`config.mk`:
```
export PLATFORM = sky130hd
export DESIGN_NAME = motor_ramp_sched
export DESIGN_NICKNAME = d
export VERILOG_FILES = /design/src/rtl/motor_ramp_sched.sv
export SDC_FILE = /design/constraint.sdc
export NUM_CORES = 1
export LEC_CHECK = 0
export ABC_AREA = 0
export BUFFER_PORTS_ARGS = -buffer_cell sky130_fd_sc_hd__buf_2
export CORE_MARGIN = 8
export CORE_UTILIZATION = 31
export CTS_CLUSTER_SIZE = 25
export DETAILED_ROUTE_END_ITERATION = 12
export GPL_ROUTABILITY_DRIVEN = 0
export GPL_TIMING_DRIVEN = 0
export HOLD_SLACK_MARGIN = 0.05
export SETUP_SLACK_MARGIN = 0.5
export SKIP_CTS_REPAIR_TIMING = 1
export SLEW_MARGIN = 30
export SYNTH_ARGS = -nofsm -noshare
export SYNTH_HDL_FRONTEND = slang
export SYNTH_SLANG_ARGS = --single-unit
```
`constraint.sdc`:
```
create_clock -name clk -period 5 [get_ports clk]
set_clock_uncertainty 0.15 [all_clocks]
set_input_delay 1.25 -clock clk [delete_from_list [all_inputs] [get_ports clk]]
set_output_delay 1.25 -clock clk [all_outputs]
set_load 0.02 [all_outputs]
```
`src/rtl/motor_ramp_sched.sv`:
```
// Two-channel PWM magnitude/direction ramp scheduler fed from a command FIFO.
// Each command is ramped to in STEP increments every TICK_DIV clocks.
module motor_ramp_sched #(
   parameter int TICK_DIV = 1000,
   parameter int STEP     = 16
) (
   input  logic        clk,
   input  logic        rst,
   input  logic [31:0] cmd_data,
   input  logic        cmd_empty,
   output logic        cmd_rd_en,
   input  logic        estop,
   output logic [14:0] para_r,
   output logic [14:0] para_l,
   output logic        dir_r,
   output logic        dir_l,
   output logic        busy
);

   typedef enum logic [1:0] {
      S_IDLE,
      S_FETCH,
      S_LATCH,
      S_RAMP
   } state_t;

   localparam logic [15:0] C_STEP = 16'(STEP);
   localparam logic [15:0] C_LAST = 16'(TICK_DIV - 1);

   state_t      r_state;
   logic [15:0] r_cnt;
   logic [14:0] r_para_r;
   logic [14:0] r_para_l;
   logic [14:0] r_tgt_r;
   logic [14:0] r_tgt_l;
   logic        r_dir_r;
   logic        r_dir_l;
   logic        r_tdir_r;
   logic        r_tdir_l;
   logic        r_rd_en;
   logic        r_busy;

   logic [15:0] w_nxt_r;
   logic [15:0] w_nxt_l;
   logic        w_tick;
   logic        w_settled;

   // Returns {dir, para} after one tick; 16-bit math so nothing wraps.
   function automatic logic [15:0] f_step(
      input logic [14:0] i_para,
      input logic        i_dir,
      input logic [14:0] i_tgt,
      input logic        i_tdir
   );
      logic [15:0] w_p;
      logic [15:0] w_t;
      logic [15:0] w_up;
      logic [15:0] w_dn;
      logic        w_d;
      w_p  = {1'b0, i_para};
      w_t  = {1'b0, i_tgt};
      w_up = w_p + C_STEP;
      w_dn = (w_p > C_STEP) ? (w_p - C_STEP) : 16'd0;
      w_d  = i_dir;
      if (i_dir != i_tdir) begin
         if (w_p != 16'd0) w_p = w_dn;
         else              w_d = i_tdir;
      end else if (w_p < w_t) begin
         w_p = (w_up < w_t) ? w_up : w_t;
      end else if (w_p > w_t) begin
         w_p = (w_dn > w_t) ? w_dn : w_t;
      end
      return {w_d, w_p[14:0]};
   endfunction

   assign w_nxt_r   = f_step(r_para_r, r_dir_r, r_tgt_r, r_tdir_r);
   assign w_nxt_l   = f_step(r_para_l, r_dir_l, r_tgt_l, r_tdir_l);
   assign w_tick    = (r_cnt == C_LAST);
   assign w_settled = (r_para_r == r_tgt_r) && (r_dir_r == r_tdir_r) &&
                      (r_para_l == r_tgt_l) && (r_dir_l == r_tdir_l);

   always_ff @(posedge clk) begin
      if (rst) begin
         r_state  <= S_IDLE;
         r_cnt    <= 16'd0;
         r_para_r <= 15'd0;
         r_para_l <= 15'd0;
         r_tgt_r  <= 15'd0;
         r_tgt_l  <= 15'd0;
         r_dir_r  <= 1'b0;
         r_dir_l  <= 1'b0;
         r_tdir_r <= 1'b0;
         r_tdir_l <= 1'b0;
         r_rd_en  <= 1'b0;
         r_busy   <= 1'b0;
      end else if (estop) begin
         // Kill drive, keep direction, and make the targets match so we rest.
         r_state  <= S_IDLE;
         r_cnt    <= 16'd0;
         r_para_r <= 15'd0;
         r_para_l <= 15'd0;
         r_tgt_r  <= 15'd0;
         r_tgt_l  <= 15'd0;
         r_tdir_r <= r_dir_r;
         r_tdir_l <= r_dir_l;
         r_rd_en  <= 1'b0;
         r_busy   <= 1'b0;
      end else begin
         unique case (r_state)
            S_IDLE: begin
               if (!cmd_empty) begin
                  r_state <= S_FETCH;
                  r_rd_en <= 1'b1;
                  r_busy  <= 1'b1;
               end
            end
            S_FETCH: begin
               r_rd_en <= 1'b0;
               r_state <= S_LATCH;
            end
            S_LATCH: begin
               r_tdir_r <= cmd_data[0];
               r_tgt_r  <= cmd_data[15:1];
               r_tdir_l <= cmd_data[16];
               r_tgt_l  <= cmd_data[31:17];
               r_cnt    <= 16'd0;
               r_state  <= S_RAMP;
            end
            S_RAMP: begin
               if (w_settled) begin
                  r_state <= S_IDLE;
                  r_busy  <= 1'b0;
                  r_cnt   <= 16'd0;
               end else begin
                  r_cnt <= w_tick ? 16'd0 : (r_cnt + 16'd1);
                  if (w_tick) begin
                     r_dir_r  <= w_nxt_r[15];
                     r_para_r <= w_nxt_r[14:0];
                     r_dir_l  <= w_nxt_l[15];
                     r_para_l <= w_nxt_l[14:0];
                  end
               end
            end
            default: r_state <= S_IDLE;
         endcase
      end
   end

   // The strobe is masked combinationally so the FIFO is never read under estop/rst.
   assign cmd_rd_en = r_rd_en & ~estop & ~rst;
   assign para_r    = r_para_r;
   assign para_l    = r_para_l;
   assign dir_r     = r_dir_r;
   assign dir_l     = r_dir_l;
   assign busy      = r_busy;

endmodule

```
==> results.yml <==
outcome:
  outcome: "finished clean"
job:
  drv_cap: 0
floorplan:
  core-area_mm2: 0.0219
  dieArea_mm2: 0.0274
  ioPinCount: 70
  rows: 54
  initial_utilization_pct: 31.7
  die-width_um: 166
  die_h_um: 166
pwr:
  p_leak_nw: 3.30
  total_power_mw: 1.51
  ir_worst_vdd_mv: 0.171
  power_per_cell_area_mw_per_mm2: 186
placed_design:
  place_area_mm2: 0.00762
  place_ws_ns: -0.275
  portBuffers: 68
  place_inst: 1215
  dpl.hpwl_um: 16500
synthesis:
  synth_top_area_cell: "dfxtp_1"
  yosysSeqAreaShare_pct: 24.3
  synthCells: 867
  syn-mean-instance-area_um2: 7.99
  syn-cell-area_mm2: 0.00693
  syn-num-nets: 998
  synth_seq_cells: 84
  yosys-top-cells-area: "dfxtp_1 24%, ha_1 17%, nor2_1 6.3%"
  synthTopCellsByCount: "117 x nor2_1, 95 x ha_1, 84 x dfxtp_1"
  yosys_warnings: 0
  ys_types: 83
  ys.flop_type: "dfxtp_1"
  synth.top_cell.area_share_pct: 24.3
  yosysMostFrequentCell: "nor2_1"
  synth-async-reset-ratio_pct: 0
  synth_edf_count: 0
detailed_routing:
  ant_nets: 0
  viasPerCell: 5.39
  wirelength_um: 21200
  wire_per_inst_um: 17.1
  routed-via-count: 6659
  drt_iter0_markers: 359
  route.detailed.drc: 0
  drt_first_pass_iters: 5
global_routing:
  grt_max_degree: 15
  grtUsageTotal_pct: 15.7
  busiest_layer: "met2"
  use_met2_pct: 25.5
  grt_pass1_vias: 6439
  use_met1_pct: 20.7
  use_met3_pct: 3.10
  grt_overflow: 0
  grt_pass1_wl_um: 33800
  antenna_found_initial: 0
final_layout:
  final_net_count: 1081
  final_cell_area_mm2: 0.00810
  area_growth_pct: 16.9
  stdcell_count: 1235
  multi_input_area_mm2: 0.00501
  regArea_mm2: 0.00169
  n_fill_cell: 2337
  insertedDiodeCount: 0
  final_layout_size_suffix_gt1_share_pct: 14.2
timing:
  slew_headroom_pct: 39.1
  rsz0062_at_grt: "false"
  fin_tns_setup_ns: 0
  final.period_utilization_pct: 85.7
  hold_violations: 0
  postLayoutSetupSlackWorst_ns: 0.716
  max_freq_mhz: 233
  tightest_slew_ns: 0.907
  min_period_ns: 4.28
  timing.final.max_slew_violations: 0
  finalSetupViolations: 0
worst_setup_path:
  end_kind: "flip-flop"
  cp-start-kind: "flip-flop"
  reg2reg_depth: 16
  rr_endpoint: "para_r[0]$_SDFFE_PP0P_"
  required_ns: 5.06
  cp-startpoint: "para_r[11]$_SDFFE_PP0P_"
  arrival_ns: 4.35
  critPathKind: "reg -> reg"
  r2r_start: "para_r[11]$_SDFFE_PP0P_"
  r2r_setup_slack_ns: 0.72
  path_max_fanout: 10
clock_tree:
  cts_root_buf: "clkbuf_16"
  cts-buffers-inserted: 9
  clockBufferDepth: 2
  cts_tree: "done"
  h-tree-depth: 3
  cts_sinks: 84
  path_clk_slew_ns: 0.07
  clk_latency_ns: 0.35
worst_hold_path:
  hp-class: "reg -> reg"
  hold_path_depth: 1
  hold_start: "r_cnt[9]$_SDFFE_PP0P_"
  hold_path_end: "r_cnt[9]$_SDFFE_PP0P_"
## how the worst max path moves through the flow
stage	end	slack, ns	cells after the start
floorplan	para_l[0]$_SDFFE_PP0P_	0.95	18
global placement	para_l[0]$_SDFFE_PP0P_	-0.28	18
detailed placement	para_l[1]$_SDFFE_PP0P_	-0.28	18
CTS	para_l[0]$_SDFFE_PP0P_	-0.30	18
global route	para_r[0]$_SDFFE_PP0P_	0.48	16
finish	para_r[0]$_SDFFE_PP0P_	0.72	16
## logic make-up (layout without fill, tap and decap cells)
logic type                 after synthesis  in the layout  synth area share [%]
and+or+nand+nor                        337            337                  25.0
AOI/OAI and AO/OA                      191            191                  18.8
adders and majority gates               95             95                  17.2
buffers and inverters                   89            177                  5.09
DFF                                     84             84                  24.3
muxes                                   36             36                  5.22
xor gates and xnor gates                35             35                  4.53
## power by group
group | leakage, nW | internal, mW | switching [mW]
Sequential | 0.678 | 0.672 | 0.00238
Combinational | 2.47 | 0.0427 | 0.0719
Clock | 0.149 | 0.418 | 0.300
Total | 3.30 | 1.13 | 0.375
## metrics by stage
step                      hold WS (ns)  utilization [%]
after detailed placement         0.323             34.8
final                            0.339             37.0
after global routing             0.366             37.0
after global placement           0.315             34.8
after CTS                        0.340             36.2
after floorplan                  0.298                -
## layer usage
metal | vias up | share of wire [%]
met4 | 0 | 1.5
met3 | 22 | 6.4
met2 | 174 | 46
met1 | 3149 | 46
met5 | - | 0
li1 | 3314 | -
## layout by cell type, fill, tap and decap left out, types with 8 or more instances in the layout
master / count
nand4_1: 14
nand2b_1: 11
nor3_1: 19
a21o_1: 11
nand2_1: 49
mux2i_1: 35
or3_1: 9
a21oi_1: 49
xnor2_1: 27
ha_1: 95
nor3b_1: 9
o22ai_1: 8
and3_1: 9
buf_2: 76
nor2b_1: 18
inv_1: 48
dfxtp_1: 81
nor2_1: 116
clkbuf_16: 9
nand3_1: 28
nor4_1: 14
clkbuf_1: 24
o31ai_1: 9
o221ai_1: 10
o21ai_0: 34
## registers in the layout, indices dropped and copies added (netlist names)
register / cells
dir_r: 1
r_tdir_l: 1
r_tdir_r: 1
r_cnt: 16
para_l: 15
para_r: 15
dir_l: 1
r_tgt_l: 15
busy: 1
r_rd_en: 1
r_tgt_r: 15
r_state: 2
## area by class of cell
cell class              instances  area share, %
multi-input cells             694           61.9
flip-flops and latches         84           20.8
repair buffers                 72           4.57
well taps                     280           4.33
clock buffers                  12           3.17
plain buffers                  40           2.32
inverters                      49           2.27
clock inverters                 4          0.680
## critical path, stage by stage, from the launching register on
cell and delay [ns]:
dfxtp_1 0.33, clkbuf_1 0.20, or4_1 0.57, nor2_1 0.15, nand2_1 0.14, nor2_2 0.16
clkbuf_4 0.24, nor2_1 0.08, ha_1 0.30, nand3_1 0.17, nor4_1 0.40, nor2b_1 0.19
a31oi_1 0.07, o21ai_2 0.30, nand2_1 0.17, a221oi_4 0.41, o32ai_1 0.12
Note: power is estimated with default switching activity, not from simulation.
